**src/rtl/add.sv**
```systemverilog
// Signed two-operand adder: exact W+1-bit sum, saturated W-bit sum and overflow flag,
// each also provided as a one-cycle registered copy for pipelined consumers.
module add #(
   parameter int W = 11
) (
   input  logic         clk,
   input  logic         rst,
   input  logic [W-1:0] acc,
   input  logic [W-1:0] arg1,
   output logic [W:0]   out,
   output logic [W-1:0] sat_out,
   output logic         ovf,
   output logic [W:0]   out_q,
   output logic [W-1:0] sat_q,
   output logic         ovf_q
);

   // Both operands are sign-extended to W+1 bits, so the sum can never wrap.
   logic [W:0] a_ext;
   logic [W:0] b_ext;
   logic [W:0] sum;
   logic [W:0] carry;

   assign a_ext    = {acc[W-1], acc};
   assign b_ext    = {arg1[W-1], arg1};
   assign carry[0] = 1'b0;

   // Ripple-carry chain; the carry out of the top bit is not needed.
   for (genvar gi = 0; gi <= W; gi++) begin : g_bit
      assign sum[gi] = a_ext[gi] ^ b_ext[gi] ^ carry[gi];
      if (gi < W) begin : g_carry
         assign carry[gi+1] = (a_ext[gi] & b_ext[gi]) |
                              (carry[gi] & (a_ext[gi] ^ b_ext[gi]));
      end
   end

   localparam logic [W-1:0] SAT_MAX = {1'b0, {(W-1){1'b1}}};
   localparam logic [W-1:0] SAT_MIN = {1'b1, {(W-1){1'b0}}};

   logic [W-1:0] sat_next;
   logic         ovf_next;

   // Sum leaves the W-bit range exactly when the two top bits disagree.
   always_comb begin
      ovf_next = sum[W] ^ sum[W-1];
      sat_next = sum[W-1:0];
      if (ovf_next) begin
         sat_next = sum[W] ? SAT_MIN : SAT_MAX;
      end
   end

   assign out     = sum;
   assign sat_out = sat_next;
   assign ovf     = ovf_next;

   logic [W:0]   out_reg;
   logic [W-1:0] sat_reg;
   logic         ovf_reg;

   always_ff @(posedge clk or posedge rst) begin
      if (rst) begin
         out_reg <= '0;
         sat_reg <= '0;
         ovf_reg <= 1'b0;
      end else begin
         out_reg <= sum;
         sat_reg <= sat_next;
         ovf_reg <= ovf_next;
      end
   end

   assign out_q = out_reg;
   assign sat_q = sat_reg;
   assign ovf_q = ovf_reg;

endmodule

```
**config.mk**
```make
export PLATFORM = sky130hd
export DESIGN_NAME = add
export DESIGN_NICKNAME = d
export VERILOG_FILES = /design/src/rtl/add.sv
export SDC_FILE = /design/constraint.sdc
export NUM_CORES = 1
export LEC_CHECK = 0
export CORE_UTILIZATION = 30
export DETAILED_ROUTE_END_ITERATION = 10
export GPL_ROUTABILITY_DRIVEN = 0
export PLACE_DENSITY = 0.77
export SLEW_MARGIN = 30
export SYNTH_ARGS = -nofsm -noshare
export SYNTH_HDL_FRONTEND = slang
export SYNTH_SLANG_ARGS = --single-unit
```
**constraint.sdc**
```tcl
create_clock -name clk -period 6.8 [get_ports clk]
set_input_delay 1.36 -clock clk [delete_from_list [all_inputs] [get_ports clk]]
set_output_delay 1.36 -clock clk [all_outputs]
set_load 0.02 [all_outputs]
```
==> metrics.md <==
| Metric | Value |
|---|---|
| Status | `finished with violations` |
| Nets | `177` |
| First-pass GRT wire length | `3933 um` |
| Clk pwr share | `11.6%` |
| Most common cell after layout, fill and taps aside | `clkdlybuf4s50_1` |
| Die outline width | `59.18 um` |
| Fin worst setup slack | `-486.1 ps` |
| Max clock buf depth | `2` |
| Cell Chain, Critical Path | `buf_6 -> ha_4 -> fa_2 -> fa_2 -> fa_2 -> fa_2 -> fa_2 -> fa_2 -> fa_2 -> inv_2 -> fa_2 -> inv_2 -> fa_2 -> fa_2 -> clkbuf_16 -> maj3_2 -> buf_6` |
| RSZ-0062 raised after global routing | `true` |
| Rows | `20` |
| NetSw | `0.0002009 W` |
| Kind of critical path | `in2out` |
| CP max-delay cell | `fa_2` |
| Largest stage delay, worst path | `530 ps` |
| Avg Inst Size Synth | `16.91 um2` |
| Number of global-route vias before repair | `869` |
| Die H | `59.18 um` |
| Met1 Usage GRT | `16.07%` |
| Fin. max-slew vios | `0` |
| Initial antenna violation count | `0` |
| Remaining antenna violation count | `0` |
| Top Usage Layer GRT | `met2` |
| Clk sinks | `23` |
| Least-Margin Pin Slew | `848.2 ps` |
| Routed wire length | `2519 um` |
| CP Capture Type | `primary output` |
| Mapped Area | `980.9 um2` |
| Largest net degree at the start of global routing | `24` |
| WP depth | `17` |
| # hold bufs at CTS | `0` |
| Setup-failing EPs final | `14` |
| Cell family with most CP delay | `adder cells` |
| DR pass1 iterations | `2` |
| Leakage | `0.8332 nW` |
| Switching share of power | `36.10%` |
| Die area | `3502 um2` |
| Layout area overhead | `97.58%` |
| Starting Density | `31.87%` |
| H-tree Lvls | `1` |
| Worst VDD drop | `106.3 uV` |
| Layout cells sized above 1 | `41.84%` |
| WP data arrival | `5930 ps` |
| Post-Syn Nets | `93` |
| Unique masters post-synth | `8` |
| CTS tree | `yes` |
| Hold path cells | `2` |
| Hold slack | `1271 ps` |
| Clk slew on worst S/H paths | `130 ps` |
| Pwr Total | `0.0005566 W` |
| Warnings, synthesis | `0` |
| Most frequent cells in the layout | `clkdlybuf4s50_1 (51), dfrtp_1 (23), buf_6 (19)` |
| Hpwl dp | `2000 um` |
| Ports | `72` |
| Via count | `776` |
| CP Buf/Inv Count | `5` |
| Combinational share of power | `57.3%` |
| Sequential power share | `31.0%` |
| DRC violations left | `0` |
| Antenna diodes | `0` |
| Drt via density | `4.195` |
| Critical Path RT | `5440 ps` |
| Grt ovf | `0` |
| Core area | `3078 um2` |
| Crit start category | `input port` |
| Drt wl/cell | `13.62 um` |
| Synth Instances | `58` |
| Initial DRC count | `4` |
| Global routing usage on met2 | `30.82%` |
| Gr usage total | `15.79%` |
| Clock root buffer | `clkbuf_4` |
| Hold WC Path Type | `in2reg` |
| Tcrit/Tclk final | `107.1%` |
| Slew margin rel. | `43.39%` |
| Failing checks | `negative setup slack` |
| PwrDens | `287.2 nW/um2` |
| Power Internal | `0.0003557 W` |
| Min Clock Period, post-route | `7286 ps` |
| Crit Path Max Fanout | `5` |
| IO Port Bufs | `71` |
| Maxcap violations | `0` |
| Met3 usage | `3.275%` |
| Fmax achieved | `137.2 MHz` |
| Fillers | `260` |
| Post-synthesis sequential area ratio | `58.67%` |
| Most frequent CP cell | `fa_2` |
| Final hold vios | `0` |
| FF+latch count, synth | `23` |
| Cts bufs inserted | `3` |
==> power by group through the flow <==
| stage | combinational (W) | clock (W) | sequential, W |
|---|---|---|---|
| 6_report | 0.000319 | 0.0000648 | 0.000173 |
| 2_1_floorplan | 0.000107 | 0 | 0.000215 |
| 3_3_place_gp | 0.000293 | 0 | 0.000175 |
| 5_1_grt | 0.000338 | 0.0000760 | 0.000175 |
| 3_5_place_dp | 0.000298 | 0 | 0.000177 |
| 4_1_cts | 0.000323 | 0.0000672 | 0.000173 |
==> registers in the layout, summed over array words and instances, names as in the netlist <==
signal  flops
sat_q      10
out_q      12
ovf_q       1
==> path summary, 6_finish.rpt <==
check                        start    endpoint  slack (ps)
worst max-delay path       arg1[0]  sat_out[5]        -490
worst min-delay path        acc[0]    out_q[0]        1270
max in group asynchronous      rst    sat_q[6]        4780
min in group asynchronous      rst       ovf_q        1500
==> repair_timing <==
action / in CTS / in global routing
gates cloned: 1 / 0
resized for setup: 110 / 2
setup buffers: 4 / 2
setup endpoints to repair: 16 / 15
pin swaps: 15 / 10
==> cell type report <==
class	instances	area (um2)	area share, %
Clock buffer	3	22.52	1.162
Multi-Input combinational cell	22	390.4	20.14
Sequential cell	23	575.6	29.70
Clock inverter	1	5.005	0.2582
Timing Repair Buffer	83	853.3	44.03
Tap cell	44	55.05	2.841
Inverter	9	36.28	1.872
==> metal layers <==
layer  vias to the layer above  wire [um]
met5                         -          0
met4                         0         28
met3                         3        168
met2                        45       1453
met1                       382        868
li1                        346          -
==> logic make-up after synthesis <==
group | count (synthesis) | share of synthesized area, %
buffers and inverters | 13 | 7.270
adders and majority gates | 21 | 33.16
xor gates and xnor gates | 1 | 0.8930
DFF | 23 | 58.67
==> cell usage after synthesis <==
cell type  instances  area (um2)
buf_4              2       15.01
ha_1               1       12.51
buf_6              2       22.52
xnor2_1            1       8.760
fa_1              10       200.2
dfrtp_1           23       575.6
inv_1              9       33.78
maj3_2            10       112.6
==> stage by stage <==
| step | std cells | TNS (ps) | util, % | worst slack [ps] | area, um2 |
|---|---|---|---|---|---|
| 6_report | 185 | -5237 | 62.97 | -486.1 | 1938 |
| 5_1_grt | 185 | -7186 | 62.97 | -631.8 | 1938 |
| 4_1_cts | 184 | -8099 | 62.80 | -679.9 | 1933 |
| 3_5_place_dp | 175 | -17090 | 58.86 | -1220 | 1812 |
| 3_3_place_gp | 175 | -15230 | 58.86 | -1085 | 1812 |
| 2_1_floorplan | 58 | -916.2 | - | -105.4 | 1026 |
Power figures use the tool's default switching activity.
